===== config.mk =====
export PLATFORM = sky130hd
export DESIGN_NAME = mem_arbiter
export DESIGN_NICKNAME = d
export VERILOG_FILES = /design/src/rtl/mem_arbiter.sv
export SDC_FILE = /design/constraint.sdc
export NUM_CORES = 1
export LEC_CHECK = 0
export ABC_AREA = 1
export CORE_AREA = 4 4 121 181
export CTS_BUF_LIST = sky130_fd_sc_hd__clkbuf_8
export DETAILED_ROUTE_END_ITERATION = 16
export DIE_AREA = 0 0 125 185
export PLACE_DENSITY = 0.72
export SLEW_MARGIN = 25
export SYNTH_ARGS = -nofsm -noshare
export SYNTH_HDL_FRONTEND = slang
export SYNTH_SLANG_ARGS = --single-unit

===== constraint.sdc =====
create_clock -name clk -period 11.3 [get_ports clk]
set_input_delay 2.26 -clock clk [delete_from_list [all_inputs] [get_ports clk]]
set_output_delay 2.26 -clock clk [all_outputs]
set_load 0.1 [all_outputs]

===== src/rtl/mem_arbiter.sv =====
// rtl/mem_arbiter.sv - two-port arbiter onto a single-beat AXI4 data-memory master
// Define MEM_ARB_RR_EN for round-robin arbitration; otherwise port 1 has fixed priority.
module mem_arbiter #(
  parameter int ADDR_W = 22
) (
  input  logic                clk,
  input  logic                rst,
  input  logic [1:0]          req_valid,
  input  logic [1:0]          req_we,
  input  logic [5:0]          req_size,
  input  logic [2*ADDR_W-1:0] req_addr,
  input  logic [63:0]         req_wdata,
  output logic [1:0]          req_ready,
  output logic [1:0]          resp_valid,
  output logic [31:0]         resp_rdata,
  output logic [ADDR_W-1:0]   araddr,
  output logic [2:0]          arsize,
  output logic                arvalid,
  input  logic                arready,
  input  logic [31:0]         rdata,
  input  logic                rvalid,
  output logic                rready,
  output logic [ADDR_W-1:0]   awaddr,
  output logic [2:0]          awsize,
  output logic                awvalid,
  input  logic                awready,
  output logic [31:0]         wdata,
  output logic [3:0]          wstrb,
  output logic                wvalid,
  input  logic                wready,
  input  logic                bvalid,
  output logic                bready
);

  typedef enum logic [1:0] {IDLE, RD, WR, WB} state_t;

  state_t state;
  logic   grant;
`ifdef MEM_ARB_RR_EN
  logic   last_grant;
`endif

  logic              sel;
  logic              sel_we;
  logic [2:0]        sel_size;
  logic [ADDR_W-1:0] sel_addr;
  logic [31:0]       sel_wdata;
  logic              sel_byte;

  always_comb begin
`ifdef MEM_ARB_RR_EN
    if (&req_valid) sel = ~last_grant;
    else            sel = req_valid[1];
`else
    sel = req_valid[1];
`endif
    sel_we    = req_we[sel];
    sel_size  = sel ? req_size[5:3] : req_size[2:0];
    sel_addr  = sel ? req_addr[2*ADDR_W-1:ADDR_W] : req_addr[ADDR_W-1:0];
    sel_wdata = sel ? req_wdata[63:32] : req_wdata[31:0];
    sel_byte  = (sel_size == 3'b000);
  end

  always_ff @(posedge clk or posedge rst) begin
    if (rst) begin
      state      <= IDLE;
      grant      <= 1'b0;
`ifdef MEM_ARB_RR_EN
      last_grant <= 1'b0;
`endif
      req_ready  <= 2'b00;
      resp_valid <= 2'b00;
      resp_rdata <= '0;
      araddr     <= '0;
      arsize     <= '0;
      arvalid    <= 1'b0;
      rready     <= 1'b0;
      awaddr     <= '0;
      awsize     <= '0;
      awvalid    <= 1'b0;
      wdata      <= '0;
      wstrb      <= '0;
      wvalid     <= 1'b0;
      bready     <= 1'b0;
    end else begin
      req_ready  <= 2'b00;
      resp_valid <= 2'b00;
      case (state)
        IDLE: begin
          if (|req_valid) begin
            grant     <= sel;
`ifdef MEM_ARB_RR_EN
            last_grant <= sel;
`endif
            req_ready <= 2'b01 << sel;
            if (sel_we) begin
              awaddr  <= sel_addr;
              awsize  <= sel_size;
              // byte stores replicate onto every lane; strobe picks the lane
              wdata   <= sel_byte ? {4{sel_wdata[7:0]}} : sel_wdata;
              wstrb   <= sel_byte ? (4'b0001 << sel_addr[1:0]) : 4'hf;
              awvalid <= 1'b1;
              wvalid  <= 1'b1;
              bready  <= 1'b1;
              state   <= WR;
            end else begin
              araddr  <= sel_addr;
              arsize  <= sel_size;
              arvalid <= 1'b1;
              rready  <= 1'b1;
              state   <= RD;
            end
          end
        end
        RD: begin
          if (arvalid && arready) arvalid <= 1'b0;
          if (rvalid && rready) begin
            arvalid    <= 1'b0;
            rready     <= 1'b0;
            resp_rdata <= rdata;
            resp_valid <= 2'b01 << grant;
            state      <= IDLE;
          end
        end
        WR: begin
          if (awvalid && awready) awvalid <= 1'b0;
          if (wvalid && wready)   wvalid  <= 1'b0;
          // B is only considered once both AW and W are through
          if ((!awvalid || awready) && (!wvalid || wready)) state <= WB;
        end
        WB: begin
          if (bvalid && bready) begin
            bready     <= 1'b0;
            resp_valid <= 2'b01 << grant;
            state      <= IDLE;
          end
        end
        default: state <= IDLE;
      endcase
    end
  end

endmodule


==> results.py, run 1 <==
metrics = {
    "routing": {
        "vias": 5823,
        "ant_nets": 0,
        "avgViaCountPerCell": 4.445,
        "dr.pass1.iters": 4,
        "wl_per_cell_um": 15.49,
        "drt_iter0_markers": 324,
        "drc_errors": 0,
        "wl_um": 20300,
    },
    "floorplan": {
        "io_pins": 284,
        "fp.dieArea_um2": 23130,
        "rows": 64,
        "initial_core_util": 0.2959,
        "fp.dieW_um": 125,
        "die-height_um": 185,
        "core_area_um2": 20340,
    },
    "global_route": {
        "grt_max_degree": 87,
        "grt_pass1_wl_um": 31570,
        "antenna_found_initial": 0,
        "grt_pass1_vias": 5814,
        "overflow": 0,
        "track_usage": 0.1718,
    },
    "finish": {
        "antennaDiodeCount": 0,
        "final_cell_mix": "442 x nand2_1, 281 x clkdlybuf4s50_1, 130 x dfrtp_1, 48 x nand3_1, 19 x inv_1",
        "layout_commonest_cell": "nand2_1",
        "n_fill_cell": 2024,
        "nNetsFinal": 1190,
        "drive_gt1_frac": 0.06979,
        "ff_latch_area_um2": 3253,
        "final_util": 0.4628,
        "area_growth_pct": 56.42,
        "multi_input_area_um2": 2407,
        "final_cells": 1310,
    },
    "pwr": {
        "p_leak_nw": 4.679,
        "intPower_mw": 0.7897,
        "ir_drop_uv": 53.42,
        "power.switching_mw": 0.2365,
        "clkPwrFrac": 0.450,
        "power_mw": 1.026,
        "p_sw_frac": 0.2305,
        "combPwrFrac": 0.097,
        "power.density_nw_per_um2": 109.0,
        "seq_power_share": 0.453,
    },
    "synthesis": {
        "syn-num-nets": 923,
        "netlist_instances": 766,
        "yosysTopAreaCell": "dfrtp_1",
        "syn_area_um2": 6018,
        "ys_warn_count": 0,
        "yosysTopAreaCellShare": 0.5405,
        "synth_area_leaders": "dfrtp_1 54%, nand2_1 28%, nand3_1 4.0%, buf_2 1.9%, nand3_2 1.8%",
        "yosysSeqAreaShare": 0.5405,
        "ys_types": 26,
        "synth-seq-cells": 130,
        "avgSynthCellArea_um2": 7.857,
    },
    "placement": {
        "routabilityCongestion": 0.8378,
        "place_hpwl_um": 15180,
        "io_buffers": 283,
        "dpl.cell_count": 1278,
    },
    "cts": {
        "cts_tree": "built",
        "hold_buffers": 0,
        "cts_buffers": 17,
        "cts_root_buf": "clkbuf_8",
        "cts.clk_slew.worst_paths_ps": 80,
        "post_cts_resized": 0,
        "clkLatencyLatePin_ps": 440,
        "cts.sinks": 130,
        "post-cts-setup-buffers": 0,
        "h-tree-depth": 4,
        "clock_path_buffers": 2,
    },
    "timing": {
        "timing.hold.ws_ps": 467.7,
        "grt_setup_unrepaired": "false",
        "tightest_slew_ps": 1079,
        "fmax_ghz": 0.2260,
        "report.final.slew_viol_count": 0,
        "maxSlewHeadroom": 0.2786,
        "setup_viol": 0,
        "fin_crit_ps": 4424,
        "clock_skew_ps": 12.50,
        "fin_crit_sh": 0.3915,
        "finalHoldViolCount": 0,
        "tns_ps": 0,
    },
    "critical_path": {
        "end_kind": "register",
        "required_ps": 11600,
        "crit_arrival_ps": 4730,
        "path_class": "input port to register",
        "crit_path_start_kind": "input port",
        "reg2reg_depth": 5,
        "path_max_fanout": 86,
    },
    "hold_path": {
        "hold_path.class": "register to register",
        "hold_depth": 1,
    },
    "status": {
        "status": "complete, no violations",
    },
    "flow_run": {
        "max-cap-violations": 0,
    },
}
per-stage QoR:
step           setup slack, ps  area (um^2)
5_1_grt                   6648         9414
6_report                  6876         9414
2_1_floorplan             5571         6018
3_5_place_dp              6432         8952
4_1_cts                   6906         9410
3_3_place_gp              6473         8957
logic make-up after synthesis:
group	share of synthesized area
and+or+nand+nor	0.3707
DFF	0.5405
buffers and inverters	0.05946
AOI/OAI and AO/OA	0.02932
power groups by stage:
stage	Clock [mW]	Combinational, mW	Sequential (mW)
detailed placement	0	0.100	0.474
CTS	0.472	0.101	0.465
global route	0.495	0.109	0.465
finish	0.462	0.0991	0.465
floorplan	0	0.0352	0.474
global placement	0	0.100	0.474
area by class of cell:
| class | count | area share |
|---|---|---|
| Inverter | 25 | 0.01077 |
| Clock inverter | 14 | 0.02233 |
| Timing Repair Buffer | 288 | 0.3042 |
| Tap cell | 264 | 0.03509 |
| Multi-Input combinational cell | 571 | 0.2557 |
| Clock buffer | 18 | 0.02632 |
| Sequential cell | 130 | 0.3456 |
critical path, cell delays in order:
cell and delay, ps:
buf_2 80, buf_4 530, inv_4 410, nand2_2 210, nand2_2 90, nand3_4 70, buf_4 630, nor2_1 80
nand2_1 150, nand3_1 100
layer usage:
layer,up-vias,share of wire,track usage
met4,0,0.028,0.06380
li1,2907,-,-
met3,30,0.058,0.04443
met2,218,0.51,0.3045
met5,-,0,0
met1,2668,0.41,0.2003
worst paths after layout:
check / startpoint / end / slack, ps
hold / removal: grant / resp_valid[0] / 470
min in group asynchronous: rst / wdata[7] / 2270
setup / recovery: req_valid[1] / wdata[29] / 6880
hold reg to reg: grant / resp_valid[0] / 470
max in group asynchronous: rst / awaddr[16] / 8000
setup reg to reg: state[1] / wstrb[1] / 9330
registers in the layout, summed over array words and instances (netlist names):
signal      flops
arvalid         1
wdata          32
resp_valid      2
rready          1
arsize          3
grant           1
wstrb           4
req_ready       2
awsize          3
bready          1
awvalid         1
awaddr         22
state           2
resp_rdata     32
araddr         22
wvalid          1
synthesized netlist by cell type:
| cell | count |
|---|---|
| or2_1 | 2 |
| nand3_1 | 48 |
| nor2_1 | 16 |
| nand3_4 | 2 |
| o21ai_1 | 16 |
| inv_2 | 6 |
| nor3_1 | 1 |
| clkbuf_1 | 3 |
| a21oi_1 | 2 |
| buf_2 | 23 |
| nand2_1 | 442 |
| buf_6 | 8 |
| o21ai_0 | 14 |
| nor2_4 | 1 |
| nor3_4 | 1 |
| nand2_2 | 3 |
| nor2_2 | 2 |
| or2_2 | 7 |
| o21ai_2 | 1 |
| buf_4 | 6 |
| dfrtp_1 | 130 |
| o211ai_1 | 1 |
| nand3_2 | 11 |
| nand4_1 | 1 |
| inv_1 | 18 |
| inv_4 | 1 |
Note: power is estimated with default switching activity, not from simulation.
==> run 2, diff against run 1 <==
PLACE_DENSITY = 0.74   (was 0.72)
clock period = 3.8 ns   (was 11.3 ns; I/O delays follow)
==> results.py, run 2 (synthesis gave the netlist of run 1 again) <==
metrics = {
    "timing": {
        "tns_ps": 0,
        "grt_setup_unrepaired": "false",
        "fin_crit_sh": 0.7334,
        "fin_crit_ps": 2787,
        "fmax_ghz": 0.3588,
        "setup_slack_ps": 1013,
        "clock_skew_ps": 11.20,
        "tightest_slew_ps": 1061,
        "maxSlewHeadroom": 0.2905,
        "finalHoldViolCount": 0,
        "report.final.slew_viol_count": 0,
        "setup_viol": 0,
    },
    "critical_path": {
        "reg2reg_slack_ps": 1850,
        "crit_path_start_kind": "register",
        "r2r_end": "wstrb[3]",
        "crit_buf_inv": 1,
        "critical_path.max_stage_delay_ps": 1200,
        "setup.worst_path.start": "wdata[26]",
        "required_ps": 3040,
        "cp_top_family": "buffers and inverters",
        "end_kind": "output pin",
        "slowest_stage": "clkdlybuf4s50_1",
        "path_class": "register to output pin",
        "reg2reg_from": "state[1]",
        "reg2reg_depth": 5,
        "cp-endpoint": "wdata[26]",
        "worstPathCellList": "clkdlybuf4s50_1",
        "path_max_fanout": 2,
        "cp.depth": 1,
        "crit_arrival_ps": 2030,
    },
    "cts": {
        "clock_path_buffers": 2,
        "post_cts_resized": 0,
        "cts.sinks": 130,
        "cts_buffers": 17,
        "cts.clk_slew.worst_paths_ps": 80,
        "hold_buffers": 0,
        "post-cts-setup-buffers": 0,
        "h-tree-depth": 4,
        "cts_root_buf": "clkbuf_8",
        "cts_tree": "built",
        "clkLatencyLatePin_ps": 440,
    },
    "finish": {
        "nNetsFinal": 1190,
        "largestRegisters": "resp_rdata: 32 flops, wdata: 32 flops",
        "final_cells": 1310,
        "area_growth_pct": 56.13,
        "drive_gt1_frac": 0.07075,
        "final_util": 0.4620,
        "final_cell_area_um2": 9397,
        "layout_commonest_cell": "nand2_1",
        "antennaDiodeCount": 0,
        "final_cell_mix": "442 x nand2_1, 281 x clkdlybuf4s50_1, 130 x dfrtp_1, 48 x nand3_1, 20 x clkbuf_8",
    },
    "flow_run": {
        "max-cap-violations": 0,
    },
    "global_route": {
        "antenna_found_initial": 0,
        "grt_pass1_vias": 5711,
        "grt_pass1_wl_um": 31060,
        "overflow": 0,
        "grt_max_degree": 131,
        "track_usage": 0.1700,
    },
    "floorplan": {
        "die-height_um": 185,
        "core_area_um2": 20340,
        "initial_core_util": 0.2959,
        "io_pins": 284,
        "fp.dieArea_um2": 23130,
        "fp.dieW_um": 125,
        "rows": 64,
    },
    "routing": {
        "wl_um": 19990,
        "ant_nets": 0,
        "wl_per_cell_um": 15.26,
        "vias": 5889,
        "drt_iter0_markers": 240,
        "dr.pass1.iters": 4,
        "avgViaCountPerCell": 4.495,
        "drc_errors": 0,
    },
    "hold_path": {
        "hold_path.class": "register to register",
    },
    "placement": {
        "io_buffers": 283,
        "routabilityCongestion": 0.8047,
        "dpl.cell_count": 1278,
        "place_ws_ps": 651.5,
        "placed_area_um2": 8966,
        "place_hpwl_um": 14890,
    },
    "pwr": {
        "power.density_nw_per_um2": 314.0,
        "ir_drop_uv": 175.3,
        "p_leak_nw": 4.662,
    },
    "status": {
        "status": "complete, no violations",
    },
}
==> run 2: changes by cell type in the layout (fill, tap and decap cells not counted) <==
cell,before,now
inv_6,4,2
buf_4,4,5
buf_2,2,1
clkinvlp_4,1,2
clkbuf_8,18,20
buf_12,0,1
inv_1,19,18
clkinv_4,1,3
bufinv_16,5,3
buf_6,1,0
==> run 2: how the worst min path moves through the flow <==
| stage | slack, ps | cells after the start | to | startpoint |
|---|---|---|---|---|
| finish | 450 | 1 | resp_valid[0] | grant |
| global route | 480 | 1 | resp_valid[0] | grant |
| CTS | 450 | 1 | resp_valid[0] | grant |
| detailed placement | 440 | 1 | resp_valid[0] | grant |
| global placement | 440 | 1 | resp_valid[0] | grant |
| floorplan | 420 | 1 | resp_valid[0] | grant |
==> run 2: area by class of cell <==
type	count	area, um^2
fillers	2030	10940
repair buffers	288	2875
clock buffers	20	275.3
inverters	25	100.1
flip-flops and latches	130	3253
well taps	264	330.3
clock inverters	12	155.1
multi-input cells	571	2407
==> run 2: stage by stage <==
step | hold slack, ps | power [mW]
after floorplan | 419.1 | 1.516
after global placement | 438.3 | 1.712
after detailed placement | 436.0 | 1.712
after CTS | 448.0 | 3.001
after global routing | 476.2 | 3.083
final | 448.3 | 2.950
==> run 2: routing by layer <==
metal	part of all wire	GRT usage
met1	0.40	0.2019
met2	0.52	0.3017
met3	0.058	0.03837
met4	0.021	0.06207
met5	0	0
==> run 2: power by group <==
group	leakage [nW]	switching (mW)	internal, mW
Clock	0.221	0.566	0.704
Combinational	2.64	0.130	0.167
Sequential	1.80	0.000360	1.38
Total	4.66	0.696	2.25
